`src/rtl/ps2_pkg.sv`:
```
// Shared types and helpers for the PS/2 frame receiver.
package ps2_pkg;

   typedef enum logic [1:0] {IDLE, RECV, CHECK, NEW} state_t;

   localparam int PAR_NONE = 0;
   localparam int PAR_ODD  = 1;
   localparam int PAR_EVEN = 2;

   // start + data + optional parity + stop
   function automatic int frame_bits(input int data_bits, input int parity_mode);
      return 1 + data_bits + ((parity_mode != PAR_NONE) ? 1 : 0) + 1;
   endfunction

endpackage

```
`src/rtl/ps2_line_sync.sv`:
```
// 2-FF synchronisers for kbd_clk/kbd_dat plus kbd_clk falling-edge detect.
// Define PS2_RX_GLITCH_FILTER_EN to insert a FILTER_LEN-sample glitch filter on kbd_clk.
module ps2_line_sync #(
   parameter int FILTER_LEN = 8
) (
   input  logic clk,
   input  logic resetN,
   input  logic kbd_clk,
   input  logic kbd_dat,
   output logic dat_s,
   output logic fall_det
);

   if (FILTER_LEN < 1) begin : g_bad_filter_len
      $error("ps2_line_sync: FILTER_LEN must be >= 1");
   end

   logic [1:0] clk_ff, dat_ff;
   logic       clk_line, clk_prev;

   // Lines idle high, so reset to 1 keeps a spurious edge out of the first cycles.
   always_ff @(posedge clk or negedge resetN) begin
      if (!resetN) begin
         clk_ff <= 2'b11;
         dat_ff <= 2'b11;
      end else begin
         clk_ff <= {clk_ff[0], kbd_clk};
         dat_ff <= {dat_ff[0], kbd_dat};
      end
   end

`ifdef PS2_RX_GLITCH_FILTER_EN
   localparam int FCW = $clog2(FILTER_LEN + 1);
   logic [FCW-1:0] flt_cnt;
   logic           flt_q;

   always_ff @(posedge clk or negedge resetN) begin
      if (!resetN) begin
         flt_cnt <= '0;
         flt_q   <= 1'b1;
      end else if (clk_ff[1] == flt_q) begin
         flt_cnt <= '0;
      end else if (flt_cnt == FCW'(FILTER_LEN - 1)) begin
         flt_q   <= clk_ff[1];
         flt_cnt <= '0;
      end else begin
         flt_cnt <= flt_cnt + 1'b1;
      end
   end

   assign clk_line = flt_q;
`else
   assign clk_line = clk_ff[1];
`endif

   always_ff @(posedge clk or negedge resetN) begin
      if (!resetN) clk_prev <= 1'b1;
      else         clk_prev <= clk_line;
   end

   assign fall_det = clk_prev & ~clk_line;
   assign dat_s    = dat_ff[1];

endmodule

```
`src/rtl/ps2_frame_rx.sv`:
```
// Parametrised PS/2 frame receiver: start, DATA_BITS LSB-first, optional parity, stop.
// PS2_RX_GLITCH_FILTER_EN (in ps2_line_sync) adds a glitch filter on kbd_clk.
module ps2_frame_rx
   import ps2_pkg::*;
#(
   parameter int DATA_BITS   = 8,
   parameter int PARITY_MODE = 1,
   parameter int TIMEOUT_CYC = 50000,
   parameter int FILTER_LEN  = 8
) (
   input  logic                 clk,
   input  logic                 resetN,
   input  logic                 kbd_clk,
   input  logic                 kbd_dat,
   output logic [DATA_BITS-1:0] dout,
   output logic                 dout_new,
   output logic                 parity_err,
   output logic                 frame_err,
   output logic                 timeout_err,
   output logic                 busy
);

   localparam int FRAME_BITS = frame_bits(DATA_BITS, PARITY_MODE);
   localparam int SH_W       = FRAME_BITS - 1;
   localparam int BC_W       = $clog2(FRAME_BITS + 1);
   localparam int TO_W       = $clog2(TIMEOUT_CYC);

   if (DATA_BITS < 1 || DATA_BITS > 16 || PARITY_MODE < 0 || PARITY_MODE > 2 || TIMEOUT_CYC < 4)
   begin : g_bad_param
      $error("ps2_frame_rx: parameter out of range");
   end

   logic dat_s, fall_det;

   ps2_line_sync #(.FILTER_LEN(FILTER_LEN)) u_sync (
      .clk      (clk),
      .resetN   (resetN),
      .kbd_clk  (kbd_clk),
      .kbd_dat  (kbd_dat),
      .dat_s    (dat_s),
      .fall_det (fall_det)
   );

   state_t                state, state_nxt;
   logic [BC_W-1:0]       bit_cnt, bit_cnt_nxt;
   logic [TO_W-1:0]       to_cnt, to_cnt_nxt;
   logic [SH_W-1:0]       sh, sh_nxt;
   logic [DATA_BITS-1:0]  dout_nxt, data;
   logic                  new_nxt, perr_nxt, ferr_nxt, terr_nxt;
   logic                  par_bit, stop_bit, par_ok;

   // Bits enter at the MSB, so after the stop bit the data sits LSB-aligned.
   assign data     = sh[DATA_BITS-1:0];
   assign par_bit  = sh[DATA_BITS];
   assign stop_bit = sh[SH_W-1];

   always_comb begin
      par_ok = 1'b1;
      if (PARITY_MODE == PAR_ODD)       par_ok = ^{data, par_bit};
      else if (PARITY_MODE == PAR_EVEN) par_ok = ~^{data, par_bit};
   end

   always_comb begin
      state_nxt   = state;
      bit_cnt_nxt = bit_cnt;
      to_cnt_nxt  = to_cnt;
      sh_nxt      = sh;
      dout_nxt    = dout;
      new_nxt     = 1'b0;
      perr_nxt    = 1'b0;
      ferr_nxt    = 1'b0;
      terr_nxt    = 1'b0;
      case (state)
         IDLE: begin
            to_cnt_nxt = '0;
            if (fall_det && !dat_s) begin
               state_nxt   = RECV;
               bit_cnt_nxt = BC_W'(1);
            end
         end
         RECV: begin
            // A falling edge always beats an expiring timeout.
            if (fall_det) begin
               sh_nxt     = {dat_s, sh[SH_W-1:1]};
               to_cnt_nxt = '0;
               if (bit_cnt == BC_W'(FRAME_BITS - 1)) begin
                  state_nxt   = CHECK;
                  bit_cnt_nxt = '0;
               end else begin
                  bit_cnt_nxt = bit_cnt + 1'b1;
               end
            end else if (to_cnt == TO_W'(TIMEOUT_CYC - 2)) begin
               // The count would reach TIMEOUT_CYC-1 on this edge: abort instead.
               state_nxt   = IDLE;
               terr_nxt    = 1'b1;
               to_cnt_nxt  = '0;
               bit_cnt_nxt = '0;
            end else begin
               to_cnt_nxt = to_cnt + 1'b1;
            end
         end
         CHECK: begin
            if (par_ok && stop_bit) begin
               dout_nxt  = data;
               new_nxt   = 1'b1;
               state_nxt = NEW;
            end else begin
               perr_nxt  = ~par_ok;
               ferr_nxt  = ~stop_bit;
               state_nxt = IDLE;
            end
         end
         NEW:     state_nxt = IDLE;
         default: state_nxt = IDLE;
      endcase
   end

   always_ff @(posedge clk or negedge resetN) begin
      if (!resetN) begin
         state       <= IDLE;
         bit_cnt     <= '0;
         to_cnt      <= '0;
         sh          <= '0;
         dout        <= '0;
         dout_new    <= 1'b0;
         parity_err  <= 1'b0;
         frame_err   <= 1'b0;
         timeout_err <= 1'b0;
      end else begin
         state       <= state_nxt;
         bit_cnt     <= bit_cnt_nxt;
         to_cnt      <= to_cnt_nxt;
         sh          <= sh_nxt;
         dout        <= dout_nxt;
         dout_new    <= new_nxt;
         parity_err  <= perr_nxt;
         frame_err   <= ferr_nxt;
         timeout_err <= terr_nxt;
      end
   end

   assign busy = (state == RECV) || (state == CHECK);

endmodule

```
`config.mk`:
```
export PLATFORM = sky130hd
export DESIGN_NAME = ps2_frame_rx
export DESIGN_NICKNAME = d
export VERILOG_FILES = /design/src/rtl/ps2_pkg.sv /design/src/rtl/ps2_line_sync.sv /design/src/rtl/ps2_frame_rx.sv
export SDC_FILE = /design/constraint.sdc
export NUM_CORES = 1
export LEC_CHECK = 0
export ABC_CLOCK_PERIOD_IN_PS = 3800
export BUFFER_PORTS_ARGS = -buffer_cell sky130_fd_sc_hd__buf_2
export CAP_MARGIN = 20
export CORE_UTILIZATION = 60
export CTS_BUF_LIST = sky130_fd_sc_hd__clkbuf_2 sky130_fd_sc_hd__clkbuf_4 sky130_fd_sc_hd__clkbuf_8
export DETAILED_ROUTE_END_ITERATION = 7
export PLACE_DENSITY = 0.83
export SLEW_MARGIN = 20
export SYNTH_ARGS = -nofsm -noshare
export SYNTH_HDL_FRONTEND = slang
export SYNTH_SLANG_ARGS = --single-unit
```
`constraint.sdc`:
```
create_clock -name clk -period 3.8 [get_ports clk]
set_input_delay 0.57 -clock clk [delete_from_list [all_inputs] [get_ports clk]]
set_output_delay 0.57 -clock clk [all_outputs]
set_load 0.02 [all_outputs]
```
==> results_dict.tcl <==
set metrics [dict create \
    grt_pass1_wl_um 7220 \
    dr.pass1.iters 4 \
    row_count 22 \
    synth_compound_gate_area_share_pct 11.4 \
    power.density_nw_per_um2 690 \
    io_pins 17 \
    worstRegToRegCells 5 \
    path_class "flop to flop" \
    syn_inst 213 \
    cts_tree "done" \
    wl_um 4390 \
    final_common_cell "dfrtp_1" \
    via_per_inst 5.95 \
    crit_fanout 16 \
    rrSetupSlack_ps 1300 \
    cpPeakStageDelay_ps 550 \
    synth_top_family_by_area "simple AND/OR/NAND/NOR gates" \
    crit_slowest_cell "or4b_4" \
    grt_max_degree 50 \
    final_hold_viol_count 0 \
    seq_area_sq_um 1230 \
    start_kind "flop" \
    period_minus_slack_ps 2500 \
    grt_usage_pct 22.6 \
    cp-end-kind "flop" \
    peakVddDrop_mv 0.427 \
    finalWeightedCongestion 0.848 \
    pwr-share-clk_pct 16.8 \
    cpLargestDelayFamily "simple AND/OR/NAND/NOR gates" \
    setup_viol 0 \
    clock_sink_count 49 \
    slew_headroom_pct 44.2 \
    synthXorXnorAreaFrac_pct 3.30 \
    synth_warnings 0 \
    h-tree-depth 2 \
    grt_antenna_before_repair 0 \
    post-route-period-util_pct 65.9 \
    start_util_pct 64.4 \
    multi_input_area_sq_um 1100 \
    layout_common_cells "dfrtp_1, mux2_2, buf_2" \
    dp_hpwl_um 2980 \
    internal_power_w 0.00112 \
    nets 240 \
    crit_cells 5 \
    diodes 0 \
    p_leak_nw 1.25 \
    synth_simple_gate_area_share_pct 15.7 \
    die_area_sq_um 4300 \
    yosysUniqueCellTypes 47 \
    synth-edff-count 0 \
    cts_buffer_depth 2 \
    synthAdderAreaFrac_pct 4.12 \
    io_buffers 16 \
    vias 1649 \
    drv_slew 0 \
    ant_nets 0 \
    post-route-util_pct 69.4 \
    cts_resized 0 \
    synth_fp_nets 225 \
    die_h_um 65.6 \
    ys_ff_latch 49 \
    fin_total_pwr_w 0.00181 \
    yosysSeqAreaShare_pct 50.8 \
    clock_skew_ps 9.00 \
    outcome "complete, no violations" \
    path_clk_slew_ps 90 \
    hold_class "primary input to async pin" \
    switchingPower_w 0.000688 \
    drt-wirelength-per-cell_um 15.8 \
    grt.overflow.total 0 \
    critPathBufInv 0 \
    seqPwrFrac_pct 40.3 \
    drt-initial-drc-count 163 \
    root_buffer "clkbuf_8" \
    cts_setup_buffers 0 \
    synth_ff_type "dfrtp_1" \
    clk_latency_ps 300 \
    synth-async-reset-ratio_pct 100 \
    crit_chain "or4b_4 -> nor4_4 -> or2_1 -> nand3_2 -> mux2_4" \
    final_layout_size_suffix_gt1_share_pct 24.5 \
    n_fill_cell 277 \
    die_x_um 65.6 \
    cap_violations 0 \
    muxShareOfSynthArea_pct 10.6 \
    netlist_area_sq_um 2430 \
    cp.arrival_ps 2700 \
    cts_made_buffers 5 \
    syn_area_per_cell_sq_um 11.4 \
    coreArea_sq_um 3770 \
    grt_setup_unrepaired "no" \
    setup_tns_ps 0 \
    p_comb_share_pct 42.9 \
    grt_pass1_vias 1541 \
    max_freq_ghz 0.399 \
    swShare_pct 38.0 \
    drc 0 \
    worst_pin_slew_ps 834 \
    areaGrowthSynthToFinish_pct 7.89 \
    cp_data_required_time_ps 3990 \
    cts_hold_buf 0 \
]
==> cells by family after synthesis <==
logic type | Yosys count
simple gates | 65
flops | 49
compound gates | 41
mux | 23
buf+inv | 21
fa+ha+maj | 8
xor+xnor | 6
==> per-stage QoR <==
stage	setup WS [ps]	instance area [sq um]	cells	hold slack, ps
final	1300	2620	277	269
after global routing	1130	2620	277	310
after CTS	1290	2610	277	360
after detailed placement	1290	2520	269	347
after global placement	1330	2520	269	346
after floorplan	1770	2430	213	274
==> layer usage <==
layer	global-route usage (%)	part of all wire, %	wire (um)	vias to the layer above
met1	32.8	50	2190	814
met2	33.4	45	1980	40
met5	0	0	0	-
met3	4.34	4.2	183	2
li1	-	-	-	793
met4	9.24	0.71	31	0
==> final timing paths <==
| kind | startpoint | endpoint |
|---|---|---|
| hold reg to reg | u_sync.dat_ff[0]$_DFF_PN1_ | u_sync.dat_ff[1]$_DFF_PN1_ |
| setup / recovery | to_cnt[13]$_DFFE_PN0P_ | state[1]$_DFFE_PN0P_ |
| setup reg to reg | to_cnt[13]$_DFFE_PN0P_ | state[1]$_DFFE_PN0P_ |
| hold / removal | resetN | to_cnt[8]$_DFFE_PN0P_ |
| max in group asynchronous | resetN | to_cnt[15]$_DFFE_PN0P_ |
| min in group clk | u_sync.dat_ff[0]$_DFF_PN1_ | u_sync.dat_ff[1]$_DFF_PN1_ |
==> cell usage after synthesis (2+ instances only) <==
| cell | count | share of area [%] |
|---|---|---|
| nand4_1 | 5 | 1.3 |
| inv_1 | 12 | 1.9 |
| nor3_1 | 3 | 0.62 |
| a21oi_1 | 8 | 1.6 |
| dfstp_2 | 5 | 5.4 |
| and3_1 | 5 | 1.3 |
| a22o_1 | 3 | 1.1 |
| ha_1 | 8 | 4.1 |
| nor2b_1 | 9 | 2.3 |
| o22ai_1 | 6 | 1.5 |
| nand2_1 | 13 | 2.0 |
| xnor2_1 | 3 | 1.1 |
| nand3_1 | 8 | 1.6 |
| mux2_2 | 18 | 8.4 |
| o21ai_0 | 9 | 1.9 |
| a21o_1 | 2 | 0.62 |
| o31ai_1 | 5 | 1.5 |
| o41ai_1 | 2 | 0.72 |
| dfrtp_1 | 44 | 45 |
| clkbuf_1 | 6 | 0.93 |
| mux2i_1 | 4 | 1.6 |
| or3_1 | 4 | 1.0 |
| nor2_1 | 6 | 0.93 |
| xnor3_1 | 2 | 1.9 |
==> state kept, by name, summed over array words and instances (netlist names) <==
register	count
to_cnt	16
sh	10
dout	8
bit_cnt	4
state	2
u_sync.clk_ff	2
u_sync.dat_ff	2
dout_new	1
frame_err	1
parity_err	1
timeout_err	1
u_sync.clk_prev	1
==> power groups by stage <==
stage / clock network [W] / registers [W] / logic [W]
after floorplan: 0 / 0.000736 / 0.000610
after global placement: 0 / 0.000728 / 0.000742
after detailed placement: 0 / 0.000737 / 0.000755
after CTS: 0.000309 / 0.000728 / 0.000763
after global routing: 0.000333 / 0.000745 / 0.000846
final: 0.000304 / 0.000729 / 0.000775
==> worst register-to-register path, stage by stage, from the launching register on <==
cell and delay (ps):
dfrtp_1 450, or4b_4 550, nor4_4 330, or2_1 540, nand3_2 200, mux2_4 330
==> final cells by class <==
| type | count | area share [%] |
|---|---|---|
| Inverter | 12 | 1.72 |
| Tap cell | 48 | 2.29 |
| Timing Repair Buffer | 17 | 3.44 |
| Sequential cell | 49 | 47.1 |
| Multi-Input combinational cell | 143 | 42.0 |
| Clock inverter | 2 | 0.573 |
| Clock buffer | 6 | 2.91 |
Note: power is estimated with default switching activity, not from simulation.
